[config.mk]
export PLATFORM = sky130hd
export DESIGN_NAME = countdown_timer
export DESIGN_NICKNAME = d
export VERILOG_FILES = /design/src/rtl/timer_pkg.sv /design/src/rtl/bcd_digit_dec.sv /design/src/rtl/countdown_timer.sv
export SDC_FILE = /design/constraint.sdc
export NUM_CORES = 1
export LEC_CHECK = 0
export ABC_AREA = 1
export ABC_CLOCK_PERIOD_IN_PS = 2500
export CAP_MARGIN = 20
export CORE_AREA = 5 5 86 88
export DETAILED_ROUTE_END_ITERATION = 8
export DIE_AREA = 0 0 91 93
export PLACE_DENSITY_LB_ADDON = 0.05
export SLEW_MARGIN = 20
export SYNTH_ARGS = -nofsm -noshare
export SYNTH_HDL_FRONTEND = slang
export SYNTH_HIERARCHICAL = 1
export SYNTH_SLANG_ARGS = --single-unit
[constraint.sdc]
create_clock -name clk -period 2.5 [get_ports clk]
set_input_delay 0.75 -clock clk [delete_from_list [all_inputs] [get_ports clk]]
set_output_delay 0.75 -clock clk [all_outputs]
set_load 0.02 [all_outputs]
[src/rtl/timer_pkg.sv]
// Shared types and helpers for the mm:ss countdown timer.
// BCD packing is {m10, m1, s10, s1}.
package timer_pkg;

  typedef enum logic [1:0] {
    IDLE,
    RUN,
    PAUSE,
    EXPIRED
  } timer_state_t;

  localparam logic [3:0] SEC_TENS_MAX = 4'd5;
  localparam logic [3:0] DIGIT_MAX    = 4'd9;

  function automatic logic bcd_time_valid(
    logic [15:0] v
  );
    return (v[15:12] <= DIGIT_MAX) &&
           (v[11:8]  <= DIGIT_MAX) &&
           (v[7:4]   <= SEC_TENS_MAX) &&
           (v[3:0]   <= DIGIT_MAX);
  endfunction

endpackage

[src/rtl/bcd_digit_dec.sv]
// One BCD digit of the down-counting borrow chain.
// A digit at zero wraps to MAX and passes the borrow on.
module bcd_digit_dec #(
  parameter logic [3:0] MAX = 4'd9
) (
  input  logic [3:0] digit,
  input  logic       borrow_in,
  output logic [3:0] next,
  output logic       borrow_out
);

  always_comb begin
    next       = digit;
    borrow_out = 1'b0;
    if (borrow_in) begin
      if (digit == 4'd0) begin
        next       = MAX;
        borrow_out = 1'b1;
      end else begin
        next = digit - 4'd1;
      end
    end
  end

endmodule

[src/rtl/countdown_timer.sv]
// mm:ss BCD countdown timer: prescaled one-second ticks,
// run/pause control, expiry flag and load validation.
module countdown_timer
  import timer_pkg::*;
#(
  parameter int TICK_DIV = 50_000_000
) (
  input  logic        clk,
  input  logic        rst_n,
  input  logic        load,
  input  logic        start,
  input  logic        stop,
  input  logic [15:0] set_value,
  output logic [15:0] digits,
  output logic        running,
  output logic        expired,
  output logic        done,
  output logic        load_err
);

  localparam int PW = $clog2(TICK_DIV);
  localparam logic [PW-1:0] LAST = PW'(TICK_DIV - 1);

  timer_state_t  state;
  logic [PW-1:0] presc;
  logic          tick;
  logic [15:0]   dec_val;
  logic [4:0]    borrow;
  logic          at_end;

  assign tick      = (state == RUN) && (presc == LAST);
  assign borrow[0] = 1'b1;

  for (genvar i = 0; i < 4; i++) begin : g_dec
    localparam logic [3:0] DMAX =
      (i == 1) ? SEC_TENS_MAX : DIGIT_MAX;
    bcd_digit_dec #(.MAX(DMAX)) u_dec (
      .digit      (digits[4*i +: 4]),
      .borrow_in  (borrow[i]),
      .next       (dec_val[4*i +: 4]),
      .borrow_out (borrow[i+1])
    );
  end

  // A borrow out of m10 cannot occur from a nonzero value,
  // but treat it as expiry rather than wrapping to 99:59.
  assign at_end = (dec_val == 16'h0000) || borrow[4];

  always_ff @(posedge clk) begin
    if (!rst_n) begin
      state    <= IDLE;
      presc    <= '0;
      digits   <= 16'h0000;
      running  <= 1'b0;
      expired  <= 1'b0;
      done     <= 1'b0;
      load_err <= 1'b0;
    end else begin
      done     <= 1'b0;
      load_err <= 1'b0;
      unique case (state)
        RUN: begin
          presc <= tick ? '0 : presc + PW'(1);
          if (tick) begin
            digits <= at_end ? 16'h0000 : dec_val;
          end
          if (tick && at_end) begin
            state   <= EXPIRED;
            running <= 1'b0;
            expired <= 1'b1;
            done    <= 1'b1;
          end else if (stop) begin
            state   <= PAUSE;
            running <= 1'b0;
          end
        end
        IDLE, PAUSE, EXPIRED: begin
          if (load) begin
            if (bcd_time_valid(set_value)) begin
              digits  <= set_value;
              state   <= IDLE;
              presc   <= '0;
              expired <= 1'b0;
            end else begin
              load_err <= 1'b1;
            end
          end else if (start && (state != EXPIRED) &&
                       (digits != 16'h0000)) begin
            state   <= RUN;
            running <= 1'b1;
          end
        end
        default: begin
          state   <= IDLE;
          running <= 1'b0;
          expired <= 1'b0;
        end
      endcase
    end
  end

endmodule
Word level (Yosys, flattened, before mapping)
Cells that the tools add are included.

cells by class
  order comparisons = 4
  mux-type cells = 40
  add/subtract/negate cells = 5
  reductions and logical operators = 23
  eq/ne operators = 14

operators by type and width
  operator                                                                           count
  26-bit 2-to-1 mux                                                                  3
  16-bit 2-to-1 mux                                                                  4
  26-bit one-hot mux with 2 select lines                                             1
  16-bit one-hot mux with 2 select lines                                             1
  4-bit 2-to-1 mux                                                                   7
  26-bit by 1-bit adder with 26-bit output (second input constant)                   1
  26-bit equality test (second input constant)                                       1
  16-bit logical NOT                                                                 1
  4-bit logical NOT                                                                  4
  1-bit 2-to-1 mux                                                                   16
  16-bit nonzero test                                                                1
  4-bit by 1-bit subtractor with 4-bit output (second input constant)                4
  3-bit AND reduction                                                                5
  4-bit less-or-equal comparator (second input constant)                             3
  2-bit inequality test (second input constant)                                      6
  2-bit 2-to-1 mux                                                                   5
  1-bit logical AND                                                                  7
  3-bit inequality test (second input constant)                                      2
  2-bit equality test (second input constant)                                        2
  4-bit by 3-bit less-or-equal comparator with 1-bit output (second input constant)  1
  1-bit one-hot mux with 2 select lines                                              2
  2-bit one-hot mux with 2 select lines                                              1
  2-bit AND reduction                                                                2
  3-bit by 2-bit inequality test with 1-bit output (second input constant)           1
  5 further kinds                                                                    5

storage, ports and cells
  logic and storage cells = 93
  flip-flop bits (word level) = 48

Longest topological paths before layout
Gate-level depths: netlist of run 1.

  depth after elaboration = 10
  depth in mapped cells = 22
  gate-level depth less buffers = 22

Hierarchy
The synthesis of run 1 kept the hierarchy.

modules (own cells, without submodules)
  module                               area each (µm²)  times used  cells an instance  sequential area each (µm²)
  countdown_timer                      2836.5           1           441                960.9
  bcd_digit_dec at g_dec[0].u_dec ...  87.6             3           17                 0.0
  bcd_digit_dec at g_dec[1].u_dec      78.8             1           16                 0.0

Worst setup path after synthesis of run 1
Ideal clock, no wire load.

  kind = register to register
  start point = register digits[3]
  end point = register digits[0]
  setup slack = -0.111 ns
  library setup time = 0.136 ns
  cell stages (with the launch flop) = 20
  arrival = 2.475 ns
  path buffers = 1
  data required time = 2.364 ns
  path through = dfxtp_1 > nor2_1 > inv_2 > nor2_4 > nand3_2 > nor2_2 > nand3_2 > nor2_4 > nand3_2 > nor2_4 > a21oi_1 > nor2_1 > nand2_1 > nor2_1 > nand2_1 > nand2_1 > clkbuf_1 > o21ai_0 > nand2_2 > a21oi_2

RTL lines
  what                                    RTL line               source
  start: declaration                      countdown_timer.sv:14  output logic [15:0] digits,
  start signal: assignment                countdown_timer.sv:65  digits <= at_end ? 16'h0000 : dec_val;
  start signal: assignment                countdown_timer.sv:80  digits <= set_value;
  4-bit logical NOT                       bcd_digit_dec.sv:16    if (digit == 4'd0) begin
  1-bit 2-to-1 mux                        bcd_digit_dec.sv:16
  net borrow[1]                           countdown_timer.sv:28  logic [4:0] borrow;
  1-bit 2-to-1 mux                        bcd_digit_dec.sv:15    if (borrow_in) begin
  net borrow[2]                           countdown_timer.sv:28
  1-bit 2-to-1 mux                        bcd_digit_dec.sv:15
  net borrow[3]                           countdown_timer.sv:28
  1-bit 2-to-1 mux                        bcd_digit_dec.sv:15
  net borrow[4]                           countdown_timer.sv:28
  1-bit logical OR                        countdown_timer.sv:47  assign at_end = (dec_val == 16'h0000) || borrow[4];
  16-bit 2-to-1 mux                       countdown_timer.sv:65
  16-bit 2-to-1 mux                       countdown_timer.sv:64  if (tick) begin
  16-bit one-hot mux with 2 select lines  countdown_timer.sv:61  unique case (state)

The timed path passes the listed nets, and every way through them passes these cells. The select of a mux whose other input is x is not followed.
A chain may end at the register's enable or synchronous reset.

Worst setup path after layout of run 1
  start point = register digits[2]
  end point = register digits[8]

on the way
  cells in the longest elaborated chain, start to end = 10

RTL lines
  what                                    RTL line               source
  4-bit logical NOT                       bcd_digit_dec.sv:16
  1-bit 2-to-1 mux                        bcd_digit_dec.sv:16
  net borrow[1]                           countdown_timer.sv:28
  1-bit 2-to-1 mux                        bcd_digit_dec.sv:15
  net borrow[2]                           countdown_timer.sv:28
  1-bit 2-to-1 mux                        bcd_digit_dec.sv:15
  net borrow[3]                           countdown_timer.sv:28
  4-bit 2-to-1 mux                        bcd_digit_dec.sv:15
  net dec_val[15]                         countdown_timer.sv:27  logic [15:0] dec_val;
  16-bit logical NOT                      countdown_timer.sv:47
  1-bit logical OR                        countdown_timer.sv:47
  16-bit 2-to-1 mux                       countdown_timer.sv:65
  16-bit 2-to-1 mux                       countdown_timer.sv:64
  16-bit one-hot mux with 2 select lines  countdown_timer.sv:61

The timed path passes the listed nets, and every way through them passes these cells. The select of a mux whose other input is x is not followed.

==> results.cfg, run 1 <==
[placement]
place_ws_ns = -0.0587
place_inst = 642
gp_congestion = 0.867
numPortBuffers = 40
dp_hpwl_um = 6470
placed_cell_area_mm2 = 0.00381

[cts]
numClockSinks = 48
cts_buffers = 5
clk_pin_slew_ns = 0.09
ctsRootBufferMaster = clkbuf_8
clockBufferDepth = 2
insertion_delay_ns = 0.31
cts_tree = done
htreeDepth = 2
cts_hold_buf = 0

[synth]
syn_area_per_cell_um2 = 6.26
synth_area_mm2 = 0.00318
seq_area_frac_synth = 0.302
syn_inst = 508
yosys_warnings = 6
post_synth_num_cell_types = 37
synth_seq_cells = 48

[timing]
worstMarginPinSlew_ns = 0.562
rsz0062_at_grt = yes
min_period_ns = 2.48
setup_tns_ns = 0
drv_slew = 0
setup_viol = 0
max_slew_margin = 0.625
setup_slack_ns = 0.0224
fin_worst_skew_ns = 0.00774
max_freq_mhz = 404
finalHoldViolCount = 0
period_share = 0.991

[worst_setup_path]
arrival_ns = 2.65
crit_path_start_kind = flop
cp.required_ns = 2.67
critical_path.max_fanout = 6
rr_worst_depth = 19
crit_path_end_kind = flop
r2r-start = digits[2]
r2r_end = digits[8]
crit_type = reg -> reg
rrSetupSlack_ns = 0.02

[power_and_ir_drop]
p_total_w = 0.00295
p_int_w = 0.00176
combPwrFrac = 0.472
p_leak_nw = 1.61
power.density_mw_per_mm2 = 720
p_sw_w = 0.00119
power_frac_seq = 0.299
peakVddDrop_mv = 0.456
swShare = 0.402
clockPowerShare = 0.229

[final_layout]
fin_nets = 595
stdcell_count = 653
n_antenna_cell = 0
drive_above_1_share = 0.213
fin_area_mm2 = 0.00409
area_growth_pct = 28.8

[detailed_routing]
wirelength_um = 8650
drc = 0
drt_iter0_markers = 108
wl_per_cell_um = 13.2
first_pass_iters = 4
vias = 3280
drt-vias-per-instance = 5.02
postRouteAntennaNets = 0

[min_path]
holdPathStages = 2
min_from = presc[1]
hold-path-endpoint = presc[1]
hp-class = reg -> reg

[global_route]
grt_pass1_vias = 3118
grt_pass1_wl_um = 14100
grt_antenna_before_repair = 0
grt_start_max_net_pins = 25
track_usage = 0.201
grt-ovfl-total = 0

[floorplan]
fp.coreArea_mm2 = 0.00657
start_util = 0.484
die-width_um = 91
rows = 30
die_y_um = 93
ios = 41
dieArea_mm2 = 0.00846

[run]
drv_cap = 0

[status]
outcome = finished, final reports clean
==> layout make-up <==
class                      instances  area (um^2)
inverter                          59          235
multi-input combinational        391         2030
clock inverter                     2         60.1
fill                             655         2480
clock buffer                       5         68.8
timing repair buffer              68          631
sequential                        48          965
tap                               80          100
==> sequential cells by signal (all words and copies together), names as in the netlist <==
name      count
state         2
expired       1
done          1
running       1
presc        26
load_err      1
digits       16
==> metal layers <==
layer  routed length [um]  global-route usage
met1                 3930               0.248
met2                 4390               0.361
met3                  222              0.0314
met4                  104              0.0550
met5                    0                   0
==> critical path: stages, from the launching register on <==
cell,delay (ns)
dfxtp_2,0.34
nor2_4,0.11
inv_2,0.05
nor2_4,0.12
nand3_4,0.11
nor2_4,0.16
nand3_4,0.10
nor2_4,0.19
nand4_1,0.16
nand2_1,0.11
nand2_2,0.05
nor2_1,0.09
nand2_1,0.07
nor2_2,0.09
nand2_2,0.07
nand2_4,0.11
buf_4,0.17
o21ai_0,0.09
nand2_1,0.07
a21oi_1,0.05
==> cells in the mapped netlist, drive strengths merged <==
cell type,count,share of area
inv,58,0.069
o21bai,1,0.0024
dfxtp,48,0.30
o22ai,1,0.0020
nor2,101,0.14
a21boi,1,0.0024
a21oi,30,0.060
ha,1,0.0039
clkbuf,5,0.0059
buf,8,0.019
nand2,156,0.20
or2,1,0.0020
conb,1,0.0012
o21ai,35,0.055
xor2,11,0.030
nand3,26,0.052
xnor2,2,0.0055
nand4,9,0.018
nand3b,1,0.0024
nor3,8,0.014
o211ai,1,0.0024
bufinv,1,0.0055
a211oi,1,0.0024
a22oi,1,0.0024
==> worst max path at each step <==
stage | to | start | cells past startpoint
3_3_place_gp | digits[13] | digits[0] | 20
5_1_grt | state[0] | digits[0] | 21
2_1_floorplan | digits[1] | digits[3] | 20
4_1_cts | digits[12] | digits[1] | 20
6_report | digits[8] | digits[2] | 19
3_5_place_dp | digits[13] | digits[1] | 20
==> placed cells by master (no fill, tap or decap), types with 2 or more instances in the layout <==
master	n
a21oi_1	17
a21oi_2	13
buf_4	25
buf_6	2
bufinv_16	2
clkbuf_8	5
clkdlybuf4s50_1	40
conb_1	4
dfxtp_1	45
dfxtp_2	3
inv_1	40
inv_2	18
nand2_1	135
nand2_2	19
nand2_4	2
nand3_1	18
nand3_2	3
nand3_4	5
nand4_1	9
nor2_1	88
nor2_2	4
nor2_4	8
nor3_1	7
o21ai_0	17
o21ai_1	10
o21ai_2	8
xnor2_1	2
xor2_1	10
==> cell families (layout without fill, tap and decap cells) <==
kind of cell               Yosys count  after routing  synth area share
and+or+nand+nor                    302            302             0.428
buffers and inverters               72            134            0.0992
AOI/OAI and AO/OA                   71             71             0.129
DFF                                 48             48             0.302
xor gates and xnor gates            13             13            0.0358
adders and majority gates            1              1           0.00394
other                                1              4           0.00118
==> power by group through the flow <==
stage / Clock [W] / Sequential, W / Combinational [W]
finish: 0.000676 / 0.000880 / 0.00139
global route: 0.000719 / 0.000889 / 0.00153
CTS: 0.000690 / 0.000876 / 0.00125
detailed placement: 0 / 0.000893 / 0.00124
global placement: 0 / 0.000893 / 0.00123
floorplan: 0 / 0.000949 / 0.000792
==> timing repair <==
action                                 CTS  global route
setup buffers                            0             4
setup endpoints to repair               17            21
resized for setup                        3            38
pin swaps                                1            16
endpoints found under the hold margin    0             0
==> through the flow <==
step	hold slack [ns]	util
2_1_floorplan	0.450	-
3_3_place_gp	0.468	0.580
3_5_place_dp	0.475	0.580
4_1_cts	0.489	0.600
6_report	0.490	0.623
5_1_grt	0.513	0.623
Power figures use the tool's default switching activity.
==> inputs of run 2 (changes only) <==
- ABC_CLOCK_PERIOD_IN_PS: 2500 -> 3200
- CORE_AREA: 5 5 86 88 -> 5 5 83 85
- DIE_AREA: 0 0 91 93 -> 0 0 88 90
- clock period: 2.5 -> 3.2 ns (I/O delays scaled with it)
==> results.cfg, run 2 (synthesis results as in run 1) <==
[worst_setup_path]
crit_type = reg -> reg
cpMostUsedCell = nor2_1
crit_cells = 20
cp_slowest_stage_delay_ns = 0.35
crit_path_start_kind = flop
rrSetupSlack_ns = 0.39
crit_path_end_kind = flop
rr_worst_depth = 20
cp_slowest_cell = dfxtp_1
r2r-start = digits[3]
arrival_ns = 3.03
crit_chain = nor2_1 -> inv_2 -> nor2_4 -> nand3_2 -> nor2_2 -> nand3_2 -> nor2_4 -> nand3_2 -> nor2_4 -> a21oi_1 -> nor2_1 -> nand2_1 -> nor2_1 -> nand2_1 -> nand2_4 -> nand3_2 -> nand2_1 -> nand2_1 -> nor2_1 -> nor2_1
cp_top_family = simple AND/OR/NAND/NOR gates
critical_path.max_fanout = 14
r2r_end = state[0]
cp.required_ns = 3.42
cp_num_buf_inv = 1

[final_layout]
stdcell_count = 630
mostFrequentLayoutCell = nand2_1
top_register = presc
utilization = 0.618
fin_nets = 574
drive_above_1_share = 0.143
final_cell_mix = nand2_1 (139), nor2_1 (90), dfxtp_1 (48)
area_growth_pct = 19.3
largest_reg_flops = 26
n_antenna_cell = 0
reg_top3 = presc (26), digits (16), state (2)

[min_path]
holdPathStages = 2
hold-path-endpoint = state[1]
hp-class = reg -> reg
min_from = state[1]

[run]
drv_cap = 0

[power_and_ir_drop]
power.density_mw_per_mm2 = 542
peakVddDrop_mv = 0.345
p_leak_nw = 1.48

[timing]
setup_tns_ns = 0
min_period_ns = 2.81
period_share = 0.878
worstMarginPinSlew_ns = 0.503
rsz0062_at_grt = no
setup_viol = 0
drv_slew = 0
max_slew_margin = 0.664
max_freq_mhz = 356
finalHoldViolCount = 0
fin_worst_skew_ns = 0.0155

[detailed_routing]
drc = 0
first_pass_iters = 5
wl_met2_um = 4240
wirelength_um = 8190
wl_met1_um = 3450
routed.top_layer = met4
drt-vias-per-instance = 5.11
wl_per_cell_um = 13.0
route.met3.wl_um = 401
postRouteAntennaNets = 0
drt_iter0_markers = 147
vias = 3221

[global_route]
grt-ovfl-total = 0
grt_pass1_wl_um = 14000
grt_antenna_before_repair = 0
track_usage = 0.216
grt_start_max_net_pins = 29
grt_pass1_vias = 3052

[placement]
place_inst = 622
gp_congestion = 0.868
dp_hpwl_um = 6110
numPortBuffers = 40

[floorplan]
fp.coreArea_mm2 = 0.00613
die-width_um = 88
start_util = 0.518
dieArea_mm2 = 0.00792
die_y_um = 90
rows = 29
ios = 41

[cts]
cts_tree = done
numClockSinks = 48
clockBufferDepth = 2
ctsRootBufferMaster = clkbuf_8
cts_setup_buffers = 0
cts_hold_buf = 0
htreeDepth = 2
clk_pin_slew_ns = 0.10
cts_resized = 0
cts_buffers = 5
insertion_delay_ns = 0.31

[status]
outcome = finished, final reports clean
## run 2: routing by layer
layer | GRT usage | vias up
li1 | - | 1682
met1 | 0.260 | 1452
met2 | 0.393 | 78
met3 | 0.0329 | 9
met4 | 0.0499 | 0
met5 | 0 | -
## run 2: cell type report
cell class / count / area [um^2]
clock buffers: 7 / 96.3
flip-flops and latches: 48 / 961
inverters: 59 / 235
fillers: 611 / 2340
multi-input cells: 391 / 1920
well taps: 77 / 96.3
clock inverters: 1 / 30.0
repair buffers: 47 / 453
## run 2: worst max path at each step
stage	startpoint	to	slack, ns
final	digits[3]	state[0]	0.39
after global routing	digits[2]	state[0]	0.06
after CTS	digits[2]	state[0]	0.16
after detailed placement	digits[3]	state[0]	0.15
after global placement	digits[3]	state[0]	0.31
after floorplan	digits[3]	digits[0]	0.59
## run 2: worst reg2reg max path: cells and delay by family (launching register included)
kind                   cells  cell delay [ns]
buffers and inverters      1             0.06
AND/OR/NAND/NOR           18             2.28
flip-flops                 1             0.35
AO/OA/AOI/OAI              1             0.06
## run 2: report_power, final
part	switching (W)	internal (W)
Clock	0.000214	0.000276
Combinational	0.000564	0.000309
Sequential	0.0000508	0.000642
Total	0.000828	0.00123
## run 2: per-stage QoR
step | setup slack [ns] | hold slack [ns] | cell area [um^2] | total power, W
floorplan | 0.589 | 0.450 | 3190 | 0.00134
global placement | 0.314 | 0.472 | 3660 | 0.00156
detailed placement | 0.150 | 0.466 | 3660 | 0.00157
CTS | 0.158 | 0.480 | 3780 | 0.00206
global route | 0.0625 | 0.530 | 3790 | 0.00220
finish | 0.390 | 0.483 | 3790 | 0.00206
==> inputs of run 3 (changes only) <==
- ABC_CLOCK_PERIOD_IN_PS: 3200 -> unset
- SLEW_MARGIN: 20 -> unset
==> results of run 3 <==
Final layout, timing and power as in run 2 (identical DEF).
